[config.mk]
export PLATFORM = sky130hd
export DESIGN_NAME = byte_serial_add_ctrl_flat
export DESIGN_NICKNAME = d
export VERILOG_FILES = /design/src/rtl/byte_serial_add_ctrl_if.sv /design/src/rtl/byte_serial_add_ctrl.sv /design/src/flat_wrapper.sv
export SDC_FILE = /design/constraint.sdc
export NUM_CORES = 1
export LEC_CHECK = 0
export ABC_CLOCK_PERIOD_IN_PS = 6300
export BUFFER_PORTS_ARGS = -buffer_cell sky130_fd_sc_hd__clkbuf_2
export CAP_MARGIN = 20
export CORE_ASPECT_RATIO = 0.6
export CORE_UTILIZATION = 34
export CTS_CLUSTER_SIZE = 14
export DETAILED_ROUTE_END_ITERATION = 10
export GPL_ROUTABILITY_DRIVEN = 0
export PLACE_DENSITY = 0.63
export SLEW_MARGIN = 20
export SYNTH_ARGS = -nofsm -noshare
export SYNTH_HDL_FRONTEND = slang
export SYNTH_SLANG_ARGS = --single-unit
[constraint.sdc]
create_clock -name clk -period 6.3 [get_ports clk]
set_input_delay 1.26 -clock clk [delete_from_list [all_inputs] [get_ports clk]]
set_output_delay 1.26 -clock clk [all_outputs]
set_load 0.005 [all_outputs]
[src/rtl/byte_serial_add_ctrl_if.sv]
// Operand/result bundle between an add requester (master) and byte_serial_add_ctrl (slave).
// The sub signal exists only when BYTE_SERIAL_SUB_EN is defined.
interface byte_serial_add_ctrl_if #(
  parameter int NBYTES = 4
);
  logic                  start;
  logic [8*NBYTES-1:0]   a;
  logic [8*NBYTES-1:0]   b;
  logic                  cin;
`ifdef BYTE_SERIAL_SUB_EN
  logic                  sub;
`endif
  logic                  busy;
  logic                  done;
  logic [8*NBYTES-1:0]   sum;
  logic                  cout;

  // start is taken whenever busy is low (IDLE or DONE); operands are sampled
  // only on that accepting edge. done is a one-cycle pulse; sum/cout hold afterwards.
  modport master (
`ifdef BYTE_SERIAL_SUB_EN
    output sub,
`endif
    output start, a, b, cin,
    input  busy, done, sum, cout
  );

  modport slave (
`ifdef BYTE_SERIAL_SUB_EN
    input  sub,
`endif
    input  start, a, b, cin,
    output busy, done, sum, cout
  );
endinterface

[src/rtl/byte_serial_add_ctrl.sv]
// Byte-serial 32-bit adder: one shared 8-bit ripple adder stepped LSB-first over NBYTES cycles.
// Optional BYTE_SERIAL_SUB_EN adds a sub input that turns the operation into a-b.
module eightbitadder (
  input  logic [7:0] a,
  input  logic [7:0] b,
  input  logic       c,
  output logic [7:0] sum,
  output logic       carry
);
  logic [8:0] cc;

  assign cc[0] = c;
  for (genvar i = 0; i < 8; i++) begin : g_fa
    assign sum[i]   = a[i] ^ b[i] ^ cc[i];
    assign cc[i+1]  = (a[i] & b[i]) | (cc[i] & (a[i] ^ b[i]));
  end
  assign carry = cc[8];
endmodule

module byte_serial_add_ctrl #(
  parameter int NBYTES = 4
) (
  input  logic                 clk,
  input  logic                 rst,
  byte_serial_add_ctrl_if.slave bus,
  output logic [1:0]           dbg_state
);
  localparam int W  = 8 * NBYTES;
  localparam int IW = (NBYTES > 1) ? $clog2(NBYTES) : 1;

  typedef enum logic [1:0] {
    S_IDLE = 2'd0,
    S_RUN  = 2'd1,
    S_DONE = 2'd2
  } state_t;

  state_t          state_q, state_d;
  logic [W-1:0]    a_q, a_d;
  logic [W-1:0]    b_q, b_d;
  logic [W-1:0]    sum_q, sum_d;
  logic [IW-1:0]   idx_q, idx_d;
  logic            carry_q, carry_d;
  logic            cout_q, cout_d;

  logic [7:0]      add_a, add_b, add_sum;
  logic            add_carry;
  logic [W-1:0]    b_load;
  logic            cin_load;
  logic [IW+2:0]   lsb;

  assign lsb   = {idx_q, 3'b000};
  assign add_a = a_q[lsb +: 8];
  assign add_b = b_q[lsb +: 8];

  eightbitadder u_add (
    .a     (add_a),
    .b     (add_b),
    .c     (carry_q),
    .sum   (add_sum),
    .carry (add_carry)
  );

  // Subtract is a + ~b + 1, so only the loaded operand and byte-0 carry change.
  always_comb begin
`ifdef BYTE_SERIAL_SUB_EN
    b_load   = bus.sub ? ~bus.b : bus.b;
    cin_load = bus.sub | bus.cin;
`else
    b_load   = bus.b;
    cin_load = bus.cin;
`endif
  end

  always_comb begin
    state_d = state_q;
    a_d     = a_q;
    b_d     = b_q;
    sum_d   = sum_q;
    idx_d   = idx_q;
    carry_d = carry_q;
    cout_d  = cout_q;
    unique case (state_q)
      S_RUN: begin
        sum_d[lsb +: 8] = add_sum;
        carry_d         = add_carry;
        idx_d           = idx_q + IW'(1);
        if (idx_q == IW'(NBYTES - 1)) begin
          cout_d  = add_carry;
          state_d = S_DONE;
        end
      end
      S_IDLE, S_DONE: begin
        state_d = S_IDLE;
        if (bus.start) begin
          a_d     = bus.a;
          b_d     = b_load;
          carry_d = cin_load;
          idx_d   = '0;
          state_d = S_RUN;
        end
      end
      default: state_d = S_IDLE;
    endcase
  end

  always_ff @(posedge clk) begin
    if (rst) begin
      state_q <= S_IDLE;
      a_q     <= '0;
      b_q     <= '0;
      sum_q   <= '0;
      idx_q   <= '0;
      carry_q <= 1'b0;
      cout_q  <= 1'b0;
    end else begin
      state_q <= state_d;
      a_q     <= a_d;
      b_q     <= b_d;
      sum_q   <= sum_d;
      idx_q   <= idx_d;
      carry_q <= carry_d;
      cout_q  <= cout_d;
    end
  end

  assign bus.busy  = (state_q == S_RUN);
  assign bus.done  = (state_q == S_DONE);
  assign bus.sum   = sum_q;
  assign bus.cout  = cout_q;
  assign dbg_state = state_q;
endmodule
[src/flat_wrapper.sv]
// flat-port wrapper written by rule: the top's interface ports become plain ports
module byte_serial_add_ctrl_flat 
#(
  parameter int NBYTES = 4
)
  (clk, rst, dbg_state, bus_start, bus_a, bus_b, bus_cin, bus_busy, bus_done, bus_sum, bus_cout);
  byte_serial_add_ctrl_if #(.NBYTES(NBYTES)) bus_i ();
  input  logic clk;
  input  logic rst;
  output logic [1:0] dbg_state;
  input wire logic [$bits(bus_i.start)-1:0] bus_start;
  input wire logic [$bits(bus_i.a)-1:0] bus_a;
  input wire logic [$bits(bus_i.b)-1:0] bus_b;
  input wire logic [$bits(bus_i.cin)-1:0] bus_cin;
  output wire logic [$bits(bus_i.busy)-1:0] bus_busy;
  output wire logic [$bits(bus_i.done)-1:0] bus_done;
  output wire logic [$bits(bus_i.sum)-1:0] bus_sum;
  output wire logic [$bits(bus_i.cout)-1:0] bus_cout;
  assign bus_i.start = bus_start;
  assign bus_i.a = bus_a;
  assign bus_i.b = bus_b;
  assign bus_i.cin = bus_cin;
  assign bus_busy = bus_i.busy;
  assign bus_done = bus_i.done;
  assign bus_sum = bus_i.sum;
  assign bus_cout = bus_i.cout;
  byte_serial_add_ctrl #(.NBYTES(NBYTES)) u_core (.clk(clk), .rst(rst), .bus(bus_i), .dbg_state(dbg_state));
endmodule
* Word level (Yosys, flattened, before mapping)
Index checks and enable logic that the tools add are counted.
** Storage, ports and cells
- Bits in registers :: 102
- Latch bits :: 0
- Bits in writable memories :: 0
- Bits in read-only memories :: 0
- Input bits :: 68
- Output and inout port bits :: 37
- Memories :: 0
** Cells by class
- Add/subtract/negate cells :: 2
- Multipliers :: 0
- Divide/modulo/power cells :: 0
- $lt $le $gt $ge :: 0
- Equality and inequality tests :: 5
- Shift-type cells :: 4
- Muxes and demuxes :: 8
- Bitwise operators :: 40
- Reductions and logical operators :: 6
** Operators by type and width (count)
- $shiftx A32 B6 Y8 :: 2
- $bwmux W32 :: 1
- $shift A8 B7 Y32 const A :: 1
- $shiftx A8 B7 Y32 :: 1
- $and A1 B1 Y1 :: 16
- $xor A1 B1 Y1 :: 16
- $or A1 B1 Y1 :: 8
- $pmux W2 S2 :: 2
- $neg A5 Y7 :: 1
- $reduce_and A2 Y1 :: 3
- $eq A2 B2 Y1 const B :: 2
- $mux W2 :: 2
- $add A2 B1 Y2 const B :: 1
- $eq A2 B1 Y1 const B :: 1
- $logic_not A2 Y1 :: 1
- $mux W1 :: 2
- $ne A2 B1 Y1 const B :: 1
- $ne A2 B2 Y1 const B :: 1
- $pmux W1 S2 :: 1
- $reduce_bool A2 Y1 :: 1
- $reduce_or A2 Y1 :: 1

* Longest topological paths before layout
Gate-level depths: netlist of the first run.
- Depth in word-level cells :: 19
- Mapped depth :: 18
- Mapped depth without buffers :: 17

* Modules after synthesis
A second synthesis of the first run with hierarchy kept.
** Unflattened totals
- Cell total of the unflattened synthesis :: 494
- Area, all modules :: 4443.0 um2
** By module, submodules not included
- byte_serial_add_ctrl :: times used 1, cells an instance 476, area an instance 4245.3 um2
- eightbitadder :: times used 1, cells an instance 18, area an instance 197.7 um2

* Worst setup path before layout of the first run
No wires, ideal clock.
- Kind :: reg-to-reg
- Start :: reg u_core.idx_q[0]
- End :: reg u_core.sum_q[6], in the netlist u_core.bus.sum[6]
- Arrival time :: 4.037 ns
- Required time :: 6.230 ns
- Path slack :: 2.192 ns
- Cell stages (with the launch flop) :: 17
- Path buffers :: 1
- Cell sequence :: dfxtp_1 -> buf_2 -> mux4_2 -> inv_1 -> fa_1 -> inv_1 -> fa_1 -> fa_1 -> inv_1 -> fa_1 -> fa_1 -> inv_1 -> fa_1 -> inv_1 -> fa_1 -> or3_1 -> a21oi_1
** On the way
- Cells in the longest elaborated chain, start to end :: 19
** RTL lines
- from (decl) :: RTL line byte_serial_add_ctrl.sv:41 : logic [IW-1:0] idx_q, idx_d;
- from (signal assigned) :: RTL line byte_serial_add_ctrl.sv:120 : idx_q <= idx_d;
- $shiftx A32 B6 Y8 (on tied branches) :: RTL line byte_serial_add_ctrl.sv:52, byte_serial_add_ctrl.sv:53
- $xor A1 B1 Y1 :: RTL line byte_serial_add_ctrl.sv:14, byte_serial_add_ctrl.sv:15
- $and A1 B1 Y1 :: RTL line byte_serial_add_ctrl.sv:15 : assign cc[i+1] = (a[i] & b[i]) | (cc[i] & (a[i] ^ b[i]));
- $or A1 B1 Y1 :: RTL line byte_serial_add_ctrl.sv:15
- $and A1 B1 Y1 :: RTL line byte_serial_add_ctrl.sv:15
- $or A1 B1 Y1 :: RTL line byte_serial_add_ctrl.sv:15
- $and A1 B1 Y1 :: RTL line byte_serial_add_ctrl.sv:15
- $or A1 B1 Y1 :: RTL line byte_serial_add_ctrl.sv:15
- [... 3 more ...]
- $or A1 B1 Y1 :: RTL line byte_serial_add_ctrl.sv:15
- $and A1 B1 Y1 :: RTL line byte_serial_add_ctrl.sv:15
- $or A1 B1 Y1 :: RTL line byte_serial_add_ctrl.sv:15
- $and A1 B1 Y1 :: RTL line byte_serial_add_ctrl.sv:15
- $or A1 B1 Y1 :: RTL line byte_serial_add_ctrl.sv:15
- $xor A1 B1 Y1 :: RTL line byte_serial_add_ctrl.sv:14 : assign sum[i] = a[i] ^ b[i] ^ cc[i];
- $shiftx A8 B7 Y32 :: RTL line byte_serial_add_ctrl.sv:84 : sum_d[lsb +: 8] = add_sum;
- $bwmux W32 * :: RTL line byte_serial_add_ctrl.sv:84
- to (signal assigned) :: RTL line byte_serial_add_ctrl.sv:119 : sum_q <= sum_d;
- to (decl) :: RTL line byte_serial_add_ctrl.sv:40 : logic [W-1:0] sum_q, sum_d;
Mark *: on every way between the ends. The rest lies on a longest branch, timed or not.
A chain may end at the register's enable or synchronous reset.

* Final worst setup path of the first run
- Start :: reg u_core.idx_q[0]
- End :: reg u_core.sum_q[7], in the netlist u_core.bus.sum[7]
The elaborated chain is that of the path after synthesis.

==> impl_metrics.yaml, run 1 <==
sta:
  hold_viol: 0
  holdWs_ps: 455
  fmax_mhz: 216
  slew_violations: 0
  rsz0062_at_grt: "false"
  worstMarginPinSlew_ps: 1080
  timing.final.crit_share_pct: 73.5
  fin_skew_ps: 6.24
  min_period_ps: 4630
  slew-limit-headroom_pct: 28.0
  setup_viol: 0
  setup_tns_ps: 0
cts:
  post_cts.repair.setup_buffers: 0
  clk_latency_ps: 330
  root_buffer: "clkbuf_16"
  cts_buffers: 9
  clock_path_buffers: 2
  htreeDepth: 3
  cts_resized: 0
  cts_tree: "yes"
  clock-sinks: 102
  cts_hold_buf: 0
  clkTransAtPathRegs_ps: 70
placed_design:
  post-dp-hpwl_mm: 8.31
  place_area_mm2: 0.00496
  port_buffers: 104
worst_setup_path:
  crit_type: "reg2reg"
  crit_top_cell: "fa_1"
  critPathSlowestCell: "dfxtp_1"
  arrival_ps: 4880
  worst-path-max-fanout: 15
  worst_ep_required_time_ps: 6550
  regToRegEndpoint: "u_core.bus.sum[7]"
  cp_cell_sequence: "mux4_2 > inv_1 > fa_1 > inv_1 > fa_1 > fa_1 > inv_1 > fa_1 > fa_1 > inv_1 > fa_1 > inv_1 > fa_1 > inv_1 > fa_1 > nand4_1 > a21oi_1"
  ff2ff_setup_slack_ps: 1670
  critPathTopFamily: "adder cells"
  r2r-start: "u_core.idx_q[0]"
  cp-endpoint: "u_core.bus.sum[7]"
  path_buf_inv: 6
  cp.depth: 17
  startpoint_type: "flip-flop"
  worstSetupEndpointType: "flip-flop"
  cp_slowest_stage_delay_ps: 960
  crit_start: "u_core.idx_q[0]"
  reg2regPathDepth: 17
synthesis:
  synth_top_area_cell: "dfxtp_1"
  yosysMostFrequentCell: "nand2_1"
  ys_seq_elements: 102
  async_reset_ff_share_pct: 0
  netlist_area_mm2: 0.00434
  synth-edff-count: 0
  ys_warn_count: 0
  yosys-top-cells-area: "dfxtp_1 (47%), nand2_1 (13%), a21oi_1 (9.6%)"
  synth_top_area_share_pct: 47.0
  ys.flop_type: "dfxtp_1"
  ys_types: 27
  postSynthAreaPerCell_um2: 8.83
  yosysSeqAreaShare_pct: 47.0
  synthTopCellsByCount: "nand2_1 (147), dfxtp_1 (102), a21oi_1 (83), inv_1 (25)"
  syn_nets: 574
  synthCells: 492
floorplan:
  die_w_um: 148
  core_region_area_mm2: 0.0123
  start_util_pct: 35.4
  dieHeight_um: 89.5
  die-area_mm2: 0.0132
  io_pins: 105
  rows: 31
routing:
  drt_pass1_iterations: 4
  post_drt_wl_per_cell_um: 15.1
  drtIter0Drc: 294
  drcViolationCount: 0
  wl_mm: 11.2
  drt-vias-per-instance: 4.95
  drtAntennaViolNets: 0
  vias: 3680
layout:
  syn_to_final_growth_pct: 20.9
  fin_nets: 656
  stdcell_area_mm2: 0.00525
  diodes: 0
  seqCellArea_mm2: 0.00204
  num-fill-cells: 1238
  drive_gt1_share_pct: 24.9
  multiInputGateArea_mm2: 0.00206
job:
  drv_cap: 0
grt:
  globalRouteOverflowTotal: 0
  grt_max_degree: 115
  antenna_found_initial: 0
  grt_pass1_wl_mm: 17.8
  grt_pass1_vias: 3501
  grt_usage_pct: 17.5
pwr:
  power_leakage_nw: 2.07
  max-vdd-ir-drop_mv: 0.190
  power_density_mw_per_mm2: 268
run_status:
  status: "complete, no violations"
min_path:
  hp-class: "reg2reg"
[layout make-up]
cell class / count / area share (%)
inverter: 25 / 1.79
timing repair buffer: 108 / 10.5
multi-input combinational: 328 / 39.3
sequential: 102 / 38.9
clock inverter: 2 / 0.286
clock buffer: 13 / 5.34
tap: 165 / 3.93
[worst min-delay path by stage]
stage	depth (start not counted)	endpoint	slack, ps	from
2_1_floorplan	2	u_core.a_q[16]	430	u_core.a_q[16]
3_3_place_gp	2	u_core.b_q[4]	440	u_core.b_q[4]
3_5_place_dp	2	u_core.b_q[6]	450	u_core.b_q[6]
4_1_cts	2	u_core.b_q[6]	460	u_core.b_q[6]
5_1_grt	2	u_core.bus.sum[26]	470	u_core.bus.sum[26]
6_report	2	u_core.b_q[28]	460	u_core.b_q[28]
[sequential cells by signal, indices dropped and copies added (netlist names)]
name	cells
u_core.dbg_state	2
u_core.idx_q	2
u_core.a_q	32
u_core.b_q	32
u_core.bus.cout	1
u_core.carry_q	1
u_core.bus.sum	32
[report_power, final]
part | internal (W) | total (W) | switching [W]
logic | 0.0000724 | 0.000177 | 0.000105
clock network | 0.000309 | 0.000537 | 0.000228
registers | 0.000674 | 0.000696 | 0.0000218
[placed cells by master, fill, tap and decap left out, drive strengths merged]
master / n
o22ai: 1
inv: 25
nor2: 2
nand2: 147
ha: 6
clkinvlp: 2
dfxtp: 102
a21oi: 83
nor3b: 2
clkbuf: 116
mux4: 16
buf: 5
nand2b: 14
nand3: 5
nand3b: 3
or3: 8
o21a: 1
or3b: 2
nor2b: 3
and3b: 2
fa: 8
a311oi: 1
o32ai: 16
nand4: 8
[worst register-to-register path: stages (launching register included)]
cell,delay [ps]
dfxtp_1,960
mux4_2,600
inv_1,90
fa_1,170
inv_1,50
fa_1,370
fa_1,370
inv_1,70
fa_1,190
fa_1,180
inv_1,50
fa_1,360
inv_1,80
fa_1,160
inv_1,50
fa_1,540
nand4_1,100
a21oi_1,170
[routing by layer]
metal	share of wire (%)	vias to the layer above	wire (µm)	GRT usage, %
li1	-	1820	-	-
met1	51	1713	5780	26.2
met2	40	140	4540	25.3
met3	7.8	7	871	5.05
met4	0.39	0	44	2.25
met5	0	-	0	0
[stage by stage]
stage	utilization, %	setup WS [ps]	power, W	std cells
6_report	42.9	1670	0.00141	743
5_1_grt	42.9	1350	0.00147	743
4_1_cts	42.9	1610	0.00142	743
3_5_place_dp	40.4	1650	0.000887	728
3_3_place_gp	40.4	1750	0.000883	728
2_1_floorplan	-	2190	0.000818	492
[cells by family after synthesis]
kind of cell    synth area share [%]
mux                             8.30
simple gates                    20.2
fa+ha+maj                       5.42
buf+inv                         5.73
flops                           47.0
compound gates                  13.3
No activity file was read; power rests on OpenSTA's default activity.
==> run 2: changes to the inputs <==
--- a/config.mk
+++ b/config.mk
@@ -5,7 +5,7 @@
 export SDC_FILE = /design/constraint.sdc
 export NUM_CORES = 1
 export LEC_CHECK = 0
-export ABC_CLOCK_PERIOD_IN_PS = 6300
+export ABC_CLOCK_PERIOD_IN_PS = 3900
 export BUFFER_PORTS_ARGS = -buffer_cell sky130_fd_sc_hd__clkbuf_2
 export CAP_MARGIN = 20
 export CORE_ASPECT_RATIO = 0.6
@@ -13,7 +13,7 @@
 export CTS_CLUSTER_SIZE = 14
 export DETAILED_ROUTE_END_ITERATION = 10
 export GPL_ROUTABILITY_DRIVEN = 0
-export PLACE_DENSITY = 0.63
+export PLACE_DENSITY = 0.65
 export SLEW_MARGIN = 20
 export SYNTH_ARGS = -nofsm -noshare
 export SYNTH_HDL_FRONTEND = slang
==> constraint.sdc (replaced) <==
create_clock -name clk -period 3.9 [get_ports clk]
set_input_delay 0.78 -clock clk [delete_from_list [all_inputs] [get_ports clk]]
set_output_delay 0.78 -clock clk [all_outputs]
set_load 0.005 [all_outputs]
==> run 2 against run 1 <==
Against the previous run: combinational power up 74%; sequential share of layout area down 0.68 points; critical endpoint is now u_core.bus.sum[31]; register-to-register slack worse by 1700 ps; clock skew up 1.6 ps; highest routed layer unchanged; flip-flop and latch count unchanged; core utilization up 0.87 points.
==> impl_metrics.yaml, run 2 (synthesis gave the netlist of run 1 again) <==
pwr:
  power_density_mw_per_mm2: 450
  power_leakage_nw: 2.11
  max-vdd-ir-drop_mv: 0.230
  finalPower_w: 0.00241
routing:
  vias: 3729
  drcViolationCount: 0
  drtIter0Drc: 294
  post_drt_wl_per_cell_um: 15.6
  drt-vias-per-instance: 4.98
  drtAntennaViolNets: 0
  drt_pass1_iterations: 4
  wl_mm: 11.7
sta:
  min_period_ps: 3880
  rsz0062_at_grt: "true"
  timing.final.crit_share_pct: 99.5
  fmax_mhz: 258
  fin_skew_ps: 7.82
  hold_viol: 0
  slew-limit-headroom_pct: 27.9
  setup_viol: 0
  slew_violations: 0
  holdWs_ps: 454
  setup_slack_ps: 20.8
  worstMarginPinSlew_ps: 1080
floorplan:
  dieHeight_um: 89.5
  rows: 31
  die-area_mm2: 0.0132
  core_region_area_mm2: 0.0123
  die_w_um: 148
  start_util_pct: 35.4
  io_pins: 105
grt:
  grt_usage_pct: 18.4
  grt_max_degree: 115
  grt_pass1_vias: 3365
  grt_pass1_wl_mm: 18.1
  antenna_found_initial: 0
  globalRouteOverflowTotal: 0
worst_setup_path:
  cp.depth: 17
  worst-path-max-fanout: 4
  crit_type: "reg2reg"
  worst_ep_required_time_ps: 4170
  arrival_ps: 4140
  path_buf_inv: 6
  critPathTopFamily: "adder cells"
  reg2regPathDepth: 17
  worstSetupEndpointType: "flip-flop"
  cp_slowest_stage_delay_ps: 560
  cp_cell_sequence: "mux4_2 > inv_2 > fa_1 > inv_2 > fa_2 > fa_2 > inv_2 > fa_2 > fa_2 > inv_2 > fa_2 > inv_2 > fa_2 > inv_2 > fa_2 > nand4_1 > a21oi_1"
  crit_top_cell: "fa_2"
  critPathSlowestCell: "fa_2"
  startpoint_type: "flip-flop"
cts:
  clk_latency_ps: 340
  clock-sinks: 102
  cts_buffers: 9
  cts_tree: "yes"
  clkTransAtPathRegs_ps: 70
  root_buffer: "clkbuf_16"
  clock_path_buffers: 2
  htreeDepth: 3
placed_design:
  port_buffers: 104
  pre_cts_slack_ps: -143
  place_area_mm2: 0.00498
  post-dp-hpwl_mm: 8.69
layout:
  layout_common_cells: "nand2_1 (147), clkbuf_2 (103), dfxtp_1 (100), a21oi_1 (83), inv_1 (18)"
  syn_to_final_growth_pct: 23.4
  final_common_cell: "nand2_1"
  num-fill-cells: 1252
  fin_nets: 661
  drive_gt1_share_pct: 28.6
  diodes: 0
  stdcell_area_mm2: 0.00536
min_path:
  whs_path_depth: 2
  hp-class: "reg2reg"
run_status:
  status: "complete, no violations"
job:
  drv_cap: 0
-- run 2: changes by cell type in the layout (fill, tap and decap cells not counted), sizes merged --
| cell | delta |
|---|---|
| bufinv | +2 |
| clkbuf | -2 |
| clkinv | +2 |
| clkinvlp | -1 |
| buf | +5 |
-- run 2: power breakdown --
group | switching (W) | internal, W | total (W)
logic | 0.000181 | 0.000127 | 0.000308
clock network | 0.000390 | 0.000597 | 0.000987
registers | 0.0000288 | 0.00109 | 0.00112
total | 0.000600 | 0.00181 | 0.00241
-- run 2: worst reg2reg max path, cell delays in order, from the launching register on --
cell	delay (ps)
dfxtp_4	380
mux4_2	520
inv_2	70
fa_1	170
inv_2	40
fa_2	330
fa_2	350
inv_2	60
fa_2	190
fa_2	190
inv_2	40
fa_2	330
inv_2	70
fa_2	200
inv_2	40
fa_2	560
nand4_1	90
a21oi_1	150
-- run 2: path summary, 6_finish.rpt --
| kind | start | to | slack, ps |
|---|---|---|---|
| worst max-delay path | u_core.idx_q[0] | u_core.bus.sum[31] | 20 |
| worst min-delay path | u_core.b_q[13] | u_core.b_q[13] | 450 |
| worst max register to register | u_core.idx_q[0] | u_core.bus.sum[31] | 20 |
| worst min register to register | u_core.b_q[13] | u_core.b_q[13] | 450 |
-- run 2: metrics by stage --
step                      setup TNS (ps)  util [%]  std cells
after floorplan                        0         -        492
after global placement                 0      40.6        731
after detailed placement            -761      40.6        731
after CTS                          -41.3      43.5        748
after global routing                -314      43.7        749
final                                  0      43.7        749
-- run 2: cell type report --
class,instances,area (µm²),share of cell area (%)
Clock buffer,11,253,4.72
Clock inverter,5,81.3,1.52
Inverter,25,93.8,1.75
Multi-Input combinational cell,328,2090,38.9
Sequential cell,102,2050,38.2
Tap cell,165,206,3.85
Timing Repair Buffer,113,591,11.0
-- run 2: what timing repair did --
| item | 4_1_cts | 5_1_grt |
|---|---|---|
| setup buffers | 1 | 1 |
| setup endpoints to repair | 7 | 8 |
| hold buffers | 0 | 0 |
| pin swaps | 3 | 2 |
| resized for setup | 10 | 7 |
-- run 2: layer usage --
layer	routed length (µm)	vias to the layer above	track usage, %
met5	0	-	0
met4	103	0	4.78
met3	1050	9	5.15
met2	4900	139	26.6
met1	5650	1747	26.6
li1	-	1834	-
